**src/rtl/x_burst_gen_pkg.sv**
```systemverilog
// Shared definitions for the s/x/g burst transmitter and its controller bench:
// 3-bit state encodings and the default burst-counter width.
package x_burst_gen_pkg;

    localparam int CNT_W_DEF = 4;

    localparam logic [2:0] ENC_IDLE  = 3'd0;
    localparam logic [2:0] ENC_CLR   = 3'd1;
    localparam logic [2:0] ENC_ARM   = 3'd2;
    localparam logic [2:0] ENC_BURST = 3'd3;
    localparam logic [2:0] ENC_WAIT  = 3'd4;
    localparam logic [2:0] ENC_DONE  = 3'd5;
    localparam logic [2:0] ENC_FAIL  = 3'd6;

    typedef enum logic [2:0] {
        IDLE  = ENC_IDLE,
        CLR   = ENC_CLR,
        ARM   = ENC_ARM,
        BURST = ENC_BURST,
        WAIT  = ENC_WAIT,
        DONE  = ENC_DONE,
        FAIL  = ENC_FAIL
    } state_t;

endpackage

```
**src/rtl/x_burst_gen_if.sv**
```systemverilog
// Request/status and s/x/g signals between the burst transmitter (master)
// and whoever requests bursts and hosts the counting controller (slave).
interface x_burst_gen_if #(
    parameter int CNT_W = x_burst_gen_pkg::CNT_W_DEF
) ();

    logic             go;
    logic [CNT_W-1:0] len;
    logic             g;
    logic             s;
    logic             x;
    logic             busy;
    logic             done;
    logic             err;

    modport master (
        input  go, len, g,
        output s, x, busy, done, err
    );

    modport slave (
        output go, len, g,
        input  s, x, busy, done, err
    );

endinterface

```
**src/rtl/x_burst_gen_load_down_counter.sv**
```systemverilog
// Loadable down counter holding the remaining burst length; flags when the
// count has reached one so the owner can leave the burst on that cycle.
module load_down_counter #(
    parameter int W = 5
) (
    input  logic         clk,
    input  logic         reset,
    input  logic         load,
    input  logic         en,
    input  logic [W-1:0] din,
    output logic [W-1:0] q,
    output logic         one
);

    // Load takes priority over decrement; the count never wraps below zero.
    always_ff @(posedge clk or negedge reset) begin
        if (!reset) begin
            q <= '0;
        end else if (load) begin
            q <= din;
        end else if (en && (q != '0)) begin
            q <= q - W'(1);
        end
    end

    assign one = (q == W'(1));

endmodule

```
**src/rtl/x_burst_gen.sv**
```systemverilog
// Burst transmitter: clears the counting controller via s, streams x for the
// latched length, then waits a bounded time for g and pulses done or err.
module x_burst_gen
    import x_burst_gen_pkg::*;
#(
    parameter int CNT_W   = CNT_W_DEF,
    parameter int TIMEOUT = 8
) (
    input logic            clk,
    input logic            reset,
    x_burst_gen_if.master  bus
);

    localparam logic [CNT_W:0] FULL_COUNT = {1'b1, {CNT_W{1'b0}}};
    localparam logic [7:0]     TMR_LAST   = 8'(TIMEOUT - 1);

    state_t           state;
    logic [CNT_W-1:0] len_q;
    logic [7:0]       tmr;
    logic [CNT_W:0]   cnt_q;
    logic [CNT_W:0]   cnt_din;
    logic             cnt_one;
    logic             s_q;
    logic             x_q;
    logic             busy_q;
    logic             done_q;
    logic             err_q;

    assign cnt_din = (len_q == '0) ? FULL_COUNT : {1'b0, len_q};

    load_down_counter #(.W(CNT_W + 1)) u_cnt (
        .clk   (clk),
        .reset (reset),
        .load  (state == CLR),
        .en    (state == BURST),
        .din   (cnt_din),
        .q     (cnt_q),
        .one   (cnt_one)
    );

    // Sequencer: latch len on go, clear, arm, burst, then bounded wait for g.
    always_ff @(posedge clk or negedge reset) begin
        if (!reset) begin
            state <= IDLE;
            len_q <= '0;
            tmr   <= '0;
        end else begin
            case (state)
                IDLE: begin
                    if (bus.go) begin
                        state <= CLR;
                        len_q <= bus.len;
                    end
                end
                CLR:   state <= ARM;
                ARM:   state <= BURST;
                BURST: begin
                    if (cnt_one || (cnt_q == '0)) begin
                        state <= WAIT;
                        tmr   <= '0;
                    end
                end
                WAIT: begin
                    if (bus.g) begin
                        state <= DONE;
                    end else if (tmr == TMR_LAST) begin
                        state <= FAIL;
                    end else begin
                        tmr <= tmr + 8'd1;
                    end
                end
                DONE:    state <= IDLE;
                FAIL:    state <= IDLE;
                default: state <= IDLE;
            endcase
        end
    end

    // Outputs are a registered decode of the state, so they trail it by one cycle.
    always_ff @(posedge clk or negedge reset) begin
        if (!reset) begin
            s_q    <= 1'b0;
            x_q    <= 1'b0;
            busy_q <= 1'b0;
            done_q <= 1'b0;
            err_q  <= 1'b0;
        end else begin
            s_q    <= (state inside {ARM, BURST, WAIT, DONE, FAIL});
            x_q    <= (state == BURST);
            busy_q <= (state != IDLE);
            done_q <= (state == DONE);
            err_q  <= (state == FAIL);
        end
    end

    assign bus.s    = s_q;
    assign bus.x    = x_q;
    assign bus.busy = busy_q;
    assign bus.done = done_q;
    assign bus.err  = err_q;

endmodule
```
**src/flat_wrapper.sv**
```systemverilog
// flat-port wrapper written by rule: the top's interface ports become plain ports
module x_burst_gen_flat import x_burst_gen_pkg::*;
#(
    parameter int CNT_W   = CNT_W_DEF,
    parameter int TIMEOUT = 8
)
  (clk, reset, bus_go, bus_len, bus_g, bus_s, bus_x, bus_busy, bus_done, bus_err);
  x_burst_gen_if #(.CNT_W(CNT_W)) bus_i ();
  input logic clk;
  input logic reset;
  input wire logic [$bits(bus_i.go)-1:0] bus_go;
  input wire logic [$bits(bus_i.len)-1:0] bus_len;
  input wire logic [$bits(bus_i.g)-1:0] bus_g;
  output wire logic [$bits(bus_i.s)-1:0] bus_s;
  output wire logic [$bits(bus_i.x)-1:0] bus_x;
  output wire logic [$bits(bus_i.busy)-1:0] bus_busy;
  output wire logic [$bits(bus_i.done)-1:0] bus_done;
  output wire logic [$bits(bus_i.err)-1:0] bus_err;
  assign bus_i.go = bus_go;
  assign bus_i.len = bus_len;
  assign bus_i.g = bus_g;
  assign bus_s = bus_i.s;
  assign bus_x = bus_i.x;
  assign bus_busy = bus_i.busy;
  assign bus_done = bus_i.done;
  assign bus_err = bus_i.err;
  x_burst_gen #(.CNT_W(CNT_W), .TIMEOUT(TIMEOUT)) u_core (.clk(clk), .reset(reset), .bus(bus_i));
endmodule
```
**config.mk**
```make
export PLATFORM = sky130hd
export DESIGN_NAME = x_burst_gen_flat
export DESIGN_NICKNAME = d
export VERILOG_FILES = /design/src/rtl/x_burst_gen_pkg.sv /design/src/rtl/x_burst_gen_if.sv /design/src/rtl/x_burst_gen_load_down_counter.sv /design/src/rtl/x_burst_gen.sv /design/src/flat_wrapper.sv
export SDC_FILE = /design/constraint.sdc
export NUM_CORES = 1
export LEC_CHECK = 0
export ABC_CLOCK_PERIOD_IN_PS = 2900
export BUFFER_PORTS_ARGS = -buffer_cell sky130_fd_sc_hd__buf_2
export CAP_MARGIN = 20
export CORE_UTILIZATION = 55
export CTS_BUF_LIST = sky130_fd_sc_hd__clkbuf_4 sky130_fd_sc_hd__clkbuf_8
export DETAILED_ROUTE_END_ITERATION = 12
export PLACE_DENSITY = 0.81
export SYNTH_ARGS = -nofsm -noshare
export SYNTH_HDL_FRONTEND = slang
export SYNTH_SLANG_ARGS = --single-unit
```
**constraint.sdc**
```tcl
create_clock -name clk -period 2.9 [get_ports clk]
set_input_delay 0.58 -clock clk [delete_from_list [all_inputs] [get_ports clk]]
set_output_delay 0.58 -clock clk [all_outputs]
set_load 0.05 [all_outputs]
```
==> flow_metrics.tcl, run 1 <==
set metrics [dict create \
    status "finished, final reports clean" \
    grt_pass1_wl_mm 3.71 \
    drt_iter0_markers 36 \
    insertion_delay_ns 0.31 \
    post-route-drc-count 0 \
    fin_crit_sh_pct 69.7 \
    fillCellCount 168 \
    setup_ws_ns 0.877 \
    final_area_um2 1360 \
    yosys_warnings 0 \
    antennaDiodeCount 0 \
    antenna_found_initial 0 \
    wl_mm 2.16 \
    ant_nets 0 \
    core_um2 2060 \
    die_y_um 49.8 \
    ctsHoldBuffers 0 \
    tns_ns 0 \
    area_growth_pct 7.98 \
    h-tree-depth 1 \
    cp_data_required_time_ns 3.11 \
    cts.sinks 25 \
    dp.cells 155 \
    syn-num-nets 131 \
    whs_ns 0.225 \
    syn-instance-count 120 \
    synthTopCellsByArea "dfrtp_1 (50%), mux2_2 (4.5%), nand3_1 (3.2%), ha_1 (3.0%), nand2_1 (3.0%)" \
    rsz0062_at_grt "no" \
    netlist_area_um2 1250 \
    cp.buffers_inverters 0 \
    hpwl_mm 1.62 \
    cts_inserted_buffers 3 \
    portBuffers 12 \
    crit_chain "or4b_4 -> a31o_4 -> and2_4 -> a221o_1" \
    grt_overflow 0 \
    root_buffer "clkbuf_4" \
    cts_tree "yes" \
    fin_cells 159 \
    fin_skew_ns 0.00834 \
    crit_path_top_delay_cell "or4b_4" \
    viasPerCell 5.85 \
    worst_setup_path_end_kind "register" \
    finalCriticalPeriod_ns 2.02 \
    syn_avg_cell_area_um2 10.5 \
    cpLargestDelayFamily "simple AND/OR/NAND/NOR gates" \
    grt_pass1_vias 900 \
    vias 930 \
    crit_type "reg -> reg" \
    grt_max_degree 26 \
    ys_seq_area_share_pct 49.9 \
    ios 13 \
    ys_types 40 \
    drive_gt1_share_pct 18.9 \
    critical_path_arrival_ns 2.24 \
    synth_top_area_share_pct 49.9 \
    slew_headroom_pct 49.3 \
    cp_max_fo 11 \
    maxCapViolCount 0 \
    power.leakage_nw 0.610 \
    start_util_pct 60.9 \
    clk_pin_slew_ns 0.13 \
    synth_area_leader_cell "dfrtp_1" \
    ys_ff_latch 25 \
    clockBufferDepth 2 \
    gp_congestion 0.859 \
    grt_util_all_layers_pct 19.6 \
    pre_cts_ws_ns 0.765 \
    wl_per_cell_um 13.6 \
    drt-pass1-iter-count 4 \
    finalSetupViolations 0 \
    place_area_um2 1330 \
    vdd_drop_max_mv 0.586 \
    slew_violations 0 \
    startpoint_type "register" \
    finalHoldViolations 0 \
    num-nets-final 144 \
    cpPeakStageDelay_ns 0.63 \
    post_cts_buffers 0 \
    powerDensity_nw_per_um2 858 \
    max_slew.worst_pin.slew_ns 0.759 \
    hp-class "in -> async" \
    die_w_um 49.8 \
    rows 16 \
    fmax_ghz 0.494 \
    ctsResizeCount 0 \
    die_area_um2 2480 \
]
==> sequential cells by signal, indices dropped and copies added (netlist names) <==
signal	count
u_core.bus.x	1
u_core.bus.busy	1
u_core.u_cnt.q	5
u_core.bus.done	1
u_core.bus.s	1
u_core.tmr	8
u_core.len_q	4
u_core.bus.err	1
u_core.state	3
==> synth_stat cells <==
library cell and n:
xnor2_1 3, o211ai_1 3, o21ai_0 4, o21ai_1 1, ha_1 3, and2_4 1
mux2_2 5, clkbuf_1 2, nand4_1 1, or4_1 1, mux2i_1 2, nand3_1 8
nor4b_1 1, a31oi_1 1, nor2b_1 3, nand3b_1 1, buf_6 1, a211oi_1 1
nor3b_1 3, a21oi_1 5, o41ai_1 1, o22a_1 3, and3_1 3, nor2_1 8
or3_1 2, dfrtp_1 25, a21o_1 1, nor4_1 1, and3b_1 1, o22ai_1 1
buf_2 1, a31o_4 1, and2_1 2, inv_1 4, a221o_1 1, a22o_1 1
nand2_1 10, nor3_1 2, or3b_2 1, or4b_4 1
==> path summary, 6_finish.rpt <==
kind,from,end,slack [ns],cells past startpoint
worst min-delay path,reset,u_core.tmr[1],0.23,1
worst max-delay path,u_core.state[1],u_core.tmr[2],0.88,4
min in group clk,bus_len[0],u_core.len_q[0],0.50,2
max in group asynchronous,reset,u_core.u_cnt.q[2],2.31,1
worst min register to register,u_core.u_cnt.q[4],u_core.u_cnt.q[4],0.52,2
worst max register to register,u_core.state[1],u_core.tmr[2],0.88,4
==> final cells by class <==
cell class	instances	area, um2	area share, %
well taps	27	33.8	2.49
clock buffers	4	30.0	2.22
flip-flops and latches	25	626	46.2
repair buffers	12	60.1	4.43
inverters	4	15.0	1.11
multi-input cells	87	591	43.6
==> routing by layer <==
layer / wire (um) / vias up / track usage, %
li1: - / 457 / -
met1: 1010 / 446 / 25.1
met2: 1050 / 22 / 33.6
met3: 71 / 5 / 3.09
met4: 24 / 0 / 6.67
met5: 0 / - / 0
==> worst reg2reg max path: stages, from the launching register on <==
cell and delay [ns]:
dfrtp_1 0.51, or4b_4 0.63, a31o_4 0.26, and2_4 0.19, a221o_1 0.34
==> cell usage in the layout, fill, tap and decap left out, types with 2 or more instances in the layout <==
master / Yosys / layout
nand3_1: 8 / 8
ha_1: 3 / 3
clkbuf_4: 0 / 4
buf_2: 1 / 12
mux2i_1: 2 / 2
or3_1: 2 / 2
nor2b_1: 3 / 3
nand2_1: 10 / 10
o22a_1: 3 / 3
and3_1: 3 / 3
xnor2_1: 3 / 3
mux2_2: 5 / 5
and2_1: 2 / 2
dfrtp_1: 25 / 25
o211ai_1: 3 / 3
inv_1: 4 / 4
nor3b_1: 3 / 3
a21oi_1: 5 / 5
nor3_1: 2 / 2
o21ai_0: 4 / 4
nor2_1: 8 / 8
==> report_power, final <==
group / switching (mW) / internal, mW / leakage, nW / total (mW)
Combinational: 0.255 / 0.193 / 0.280 / 0.448
Clock: 0.0964 / 0.0631 / 0.0184 / 0.159
Sequential: 0.0987 / 0.457 / 0.312 / 0.555
==> kinds of logic after synthesis <==
group           share of synthesized area, %
simple gates                            22.2
flops                                   49.9
compound gates                          13.7
buf+inv                                 3.09
mux                                     6.08
xor+xnor                                2.09
fa+ha+maj                               2.99
==> per-stage QoR <==
stage	util (%)	total power [mW]
2_1_floorplan	-	0.916
3_3_place_gp	64.3	0.982
3_5_place_dp	64.3	1.01
4_1_cts	65.7	1.17
5_1_grt	65.7	1.24
6_report	65.7	1.16
(Power assumes the default switching activity.)
==> inputs of run 2 (changes only) <==
--- a/config.mk
+++ b/config.mk
@@ -5,7 +5,7 @@
 export SDC_FILE = /design/constraint.sdc
 export NUM_CORES = 1
 export LEC_CHECK = 0
-export ABC_CLOCK_PERIOD_IN_PS = 2900
+export ABC_CLOCK_PERIOD_IN_PS = 2000
 export BUFFER_PORTS_ARGS = -buffer_cell sky130_fd_sc_hd__buf_2
 export CAP_MARGIN = 20
 export CORE_UTILIZATION = 55
==> constraint.sdc (replaced) <==
create_clock -name clk -period 2 [get_ports clk]
set_input_delay 0.4 -clock clk [delete_from_list [all_inputs] [get_ports clk]]
set_output_delay 0.4 -clock clk [all_outputs]
set_load 0.05 [all_outputs]
==> run 2 against run 1 <==
Sequential cell count did not move. Core utilization is 2.5 points higher. Maximum frequency up 11%. First-iteration DRC count up 11%. Critical path depth is the same. Via count grew 4.8%. Die area did not move. Sequential power up 39%. Wire length increased by 4.9%. Global-route usage grew 2.2 points.
==> flow_metrics.tcl, run 2 (same netlist as run 1, synthesis figures left out) <==
set metrics [dict create \
    ctsResizeCount 0 \
    status "finished, final reports clean" \
    critical_path_arrival_ns 2.03 \
    root_buffer "clkbuf_4" \
    fin_crit_sh_pct 90.9 \
    grt_pass1_wl_mm 4.02 \
    gp_congestion 0.892 \
    whs_ns 0.0348 \
    ant_nets 0 \
    h-tree-depth 1 \
    vias 975 \
    hp-class "in -> async" \
    wl_mm 2.27 \
    powerDensity_nw_per_um2 1230 \
    largest-register "u_core.tmr" \
    crit_type "reg -> reg" \
    hpwl_mm 1.67 \
    antennaDiodeCount 0 \
    drt-pass1-iter-count 4 \
    pwr-share-comb_pct 41.9 \
    clockBufferDepth 2 \
    slew_violations 0 \
    ff2ff_setup_slack_ns 0.18 \
    cp-startpoint "u_core.state[1]" \
    cp_data_required_time_ns 2.21 \
    p_sw_mw 0.660 \
    ctsHoldBuffers 0 \
    reg2reg_from "u_core.state[1]" \
    final_cell_mix "dfrtp_1 (25), buf_2 (12), nand2_1 (10)" \
    slew_headroom_pct 64.9 \
    grt_util_all_layers_pct 21.8 \
    die_area_um2 2480 \
    switching_share_pct 38.0 \
    start_util_pct 60.9 \
    grt_max_degree 26 \
    maxCapViolCount 0 \
    reg_top3 "u_core.tmr: 8 flops, u_core.u_cnt.q: 5 flops, u_core.len_q: 4 flops" \
    power.leakage_nw 0.643 \
    clk_pin_slew_ns 0.13 \
    grt_pass1_vias 923 \
    insertion_delay_ns 0.32 \
    post-route-drc-count 0 \
    cts_tree "yes" \
    viasPerCell 5.87 \
    cts_inserted_buffers 3 \
    startpoint_type "register" \
    cts.sinks 25 \
    max_slew.worst_pin.slew_ns 0.526 \
    intPower_mw 1.08 \
    p_clk_share_pct 13.8 \
    antenna_found_initial 0 \
    core_um2 2060 \
    finalSetupViolations 0 \
    grt_overflow 0 \
    largest_reg_flops 8 \
    ios 13 \
    tns_ns 0 \
    num-nets-final 151 \
    finalHoldViolations 0 \
    finalCriticalPeriod_ns 1.82 \
    worst_setup_path_end_kind "register" \
    fmax_ghz 0.550 \
    rsz0062_at_grt "no" \
    p_seq_share_pct 44.3 \
    drive_gt1_share_pct 23.0 \
    die_w_um 49.8 \
    post_cts_buffers 0 \
    final_common_cell "dfrtp_1" \
    drt_iter0_markers 40 \
    vdd_drop_max_mv 1.02 \
    fillCellCount 163 \
    cp_max_fo 7 \
    wl_per_cell_um 13.6 \
    portBuffers 12 \
    fin_skew_ns 0.00715 \
    die_y_um 49.8 \
    area_growth_pct 12.2 \
    rows 16 \
]
## run 2: cell types whose count changed in the layout (fill, tap and decap cells not counted)
cell   previous run  this run
buf_4             0         7
## run 2: final cells by class
class	count	area [um2]	share of cell area [%]
Clock buffer	4	30.0	2.13
Inverter	4	15.0	1.07
Multi-Input combinational cell	87	591	42.0
Sequential cell	25	626	44.4
Tap cell	27	33.8	2.40
Timing Repair Buffer	19	113	8.00
## run 2: worst paths after layout
| check | endpoint | depth (start not counted) |
|---|---|---|
| worst max-delay path | u_core.tmr[2] | 4 |
| worst min-delay path | u_core.bus.busy | 1 |
| worst max register to register | u_core.tmr[2] | 4 |
| worst min register to register | u_core.len_q[1] | 1 |
| max in group asynchronous | u_core.len_q[2] | 1 |
| min in group clk | u_core.len_q[0] | 2 |
## run 2: power groups by stage
stage	Sequential [mW]	Combinational, mW	Clock, mW
after floorplan	0.845	0.483	0
after global placement	0.773	0.708	0
after detailed placement	0.781	0.726	0
after CTS	0.770	0.730	0.245
after global routing	0.793	0.822	0.263
final	0.770	0.726	0.240
## run 2: per-layer routing
| layer | up-vias | GRT usage, % | wire length (um) |
|---|---|---|---|
| li1 | 475 | - | - |
| met1 | 458 | 28.5 | 1070 |
| met2 | 33 | 35.4 | 1060 |
| met3 | 9 | 3.09 | 87 |
| met4 | 0 | 10.5 | 50 |
| met5 | - | 0 | 0 |
## run 2: worst max-delay path, stage by stage, from the launching register on
cell     delay [ns]
dfrtp_1        0.40
or4b_4         0.54
a31o_4         0.25
and2_4         0.19
a221o_1        0.34
## run 2: through the flow
stage               util [%]  instance area, um2  instances  setup slack [ns]  total power [mW]
finish                  68.3                1410        166             0.181              1.74
global route            68.3                1410        166             0.135              1.88
CTS                     68.3                1410        166             0.175              1.74
detailed placement      66.8                1380        162            0.0977              1.51
global placement        66.8                1380        162             0.122              1.48
floorplan                  -                1250        120             0.135              1.33
==> inputs of run 3 (changes only) <==
--- a/config.mk
+++ b/config.mk
@@ -12,6 +12,7 @@
 export CTS_BUF_LIST = sky130_fd_sc_hd__clkbuf_4 sky130_fd_sc_hd__clkbuf_8
 export DETAILED_ROUTE_END_ITERATION = 12
 export PLACE_DENSITY = 0.81
+export RECOVER_POWER = 25
 export SYNTH_ARGS = -nofsm -noshare
 export SYNTH_HDL_FRONTEND = slang
 export SYNTH_SLANG_ARGS = --single-unit
==> run 3 against run 2 <==
Sequential share of layout area barely moved. First-iteration DRC count stayed put. Power about the same. Sequential power about the same. Wire length rose by 0.53%. Combinational power hardly changed. Critical path type unchanged. Critical endpoint unchanged.
==> flow_metrics.tcl, run 3 (same netlist as run 1, synthesis figures left out) <==
set metrics [dict create \
    clockBufferDepth 2 \
    drt-pass1-iter-count 4 \
    cp_data_required_time_ns 2.21 \
    ctsResizeCount 0 \
    num-nets-final 151 \
    antenna_found_initial 0 \
    slew_headroom_pct 15.8 \
    multi_input_area_um2 591 \
    final-seq-area_um2 626 \
    die_area_um2 2480 \
    grt_util_all_layers_pct 21.8 \
    finalCriticalPeriod_ns 1.82 \
    post-route-drc-count 0 \
    max_slew.worst_pin.slew_ns 1.26 \
    vias 976 \
    gp_congestion 0.892 \
    final_area_um2 1410 \
    drt_iter0_markers 40 \
    grt_pass1_vias 923 \
    ios 13 \
    viasPerCell 5.88 \
    wl_mm 2.28 \
    tns_ns 0 \
    finalHoldViolations 0 \
    grt_overflow 0 \
    power.leakage_nw 0.640 \
    cts_inserted_buffers 3 \
    final_util_pct 68.2 \
    start_util_pct 60.9 \
    ctsHoldBuffers 0 \
    die_w_um 49.8 \
    grt_pass1_wl_mm 4.02 \
    ant_nets 0 \
    reg_top3 "u_core.tmr: 8 flops, u_core.u_cnt.q: 5 flops, u_core.len_q: 4 flops" \
    final_common_cell "dfrtp_1" \
    maxCapViolCount 0 \
    hpwl_mm 1.67 \
    hp-class "in -> reg" \
    cts.sinks 25 \
    root_buffer "clkbuf_4" \
    place_area_um2 1380 \
    rows 16 \
    clk_pin_slew_ns 0.13 \
    core_um2 2060 \
    rsz0062_at_grt "no" \
    fmax_ghz 0.550 \
    die_y_um 49.8 \
    fin_crit_sh_pct 90.9 \
    startpoint_type "register" \
    area_growth_pct 12.1 \
    critical_path_arrival_ns 2.03 \
    final_cell_mix "dfrtp_1 (25), buf_2 (11), nand2_1 (10)" \
    crit_type "reg -> reg" \
    portBuffers 12 \
    cts_tree "yes" \
    antennaDiodeCount 0 \
    post_cts_buffers 0 \
    largest-register "u_core.tmr" \
    fin_skew_ns 0.00729 \
    drive_gt1_share_pct 22.3 \
    hold_depth 2 \
    status "finished, final reports clean" \
    vdd_drop_max_mv 1.02 \
    ff2ff_path_depth 4 \
    fillCellCount 164 \
    insertion_delay_ns 0.32 \
    grt_max_degree 26 \
    wl_per_cell_um 13.7 \
    finalSetupViolations 0 \
    slew_violations 0 \
    h-tree-depth 1 \
    total_power_mw 1.74 \
    powerDensity_nw_per_um2 1230 \
    worst_setup_path_end_kind "register" \
    cp_max_fo 7 \
    largest_reg_flops 8 \
]
-- run 3: cell count changes in the layout (fill, tap and decap cells not counted), sizes merged --
cell	change
clkbuf	+1
buf	-1
-- run 3: layer usage --
metal / global-route usage (%) / vias to the layer above / share of wire, % / wire (um)
met3: 3.09 / 9 / 4.0 / 90
li1: - / 475 / - / -
met4: 10.5 / 0 / 2.2 / 50
met5: 0 / - / 0 / 0
met1: 28.5 / 459 / 47 / 1060
met2: 35.4 / 33 / 47 / 1070
-- run 3: worst paths after layout --
kind / start / end / slack [ns]
setup / recovery: u_core.state[1] / u_core.tmr[2] / 0.18
hold / removal: bus_len[0] / u_core.len_q[0] / 0.30
setup reg to reg: u_core.state[1] / u_core.tmr[2] / 0.18
hold reg to reg: u_core.len_q[1] / u_core.len_q[1] / 0.54
max in group asynchronous: reset / u_core.len_q[2] / 0.94
min in group asynchronous: reset / u_core.bus.busy / 0.32
-- run 3: area by class of cell --
type | count | area share [%]
sequential | 25 | 44.5
inverter | 4 | 1.07
clock buffer | 4 | 2.14
multi-input combinational | 87 | 42.0
tap | 27 | 2.40
timing repair buffer | 19 | 7.92
-- run 3: power breakdown --
part	internal [mW]	switching, mW
registers	0.662	0.107
logic	0.322	0.405
clock network	0.0916	0.148
total	1.08	0.660
-- run 3: worst max-delay path, cell delays in order (launching register included) --
cell	delay, ns
dfrtp_1	0.40
or4b_4	0.54
a31o_4	0.25
and2_4	0.19
a221o_1	0.34
-- run 3: metrics by stage --
stage               hold WS [ns]  worst slack, ns  instances
finish                     0.302            0.181        166
global route               0.305            0.135        166
CTS                       0.0533            0.175        166
detailed placement         0.412           0.0977        162
global placement           0.404            0.122        162
floorplan                  0.104            0.135        120
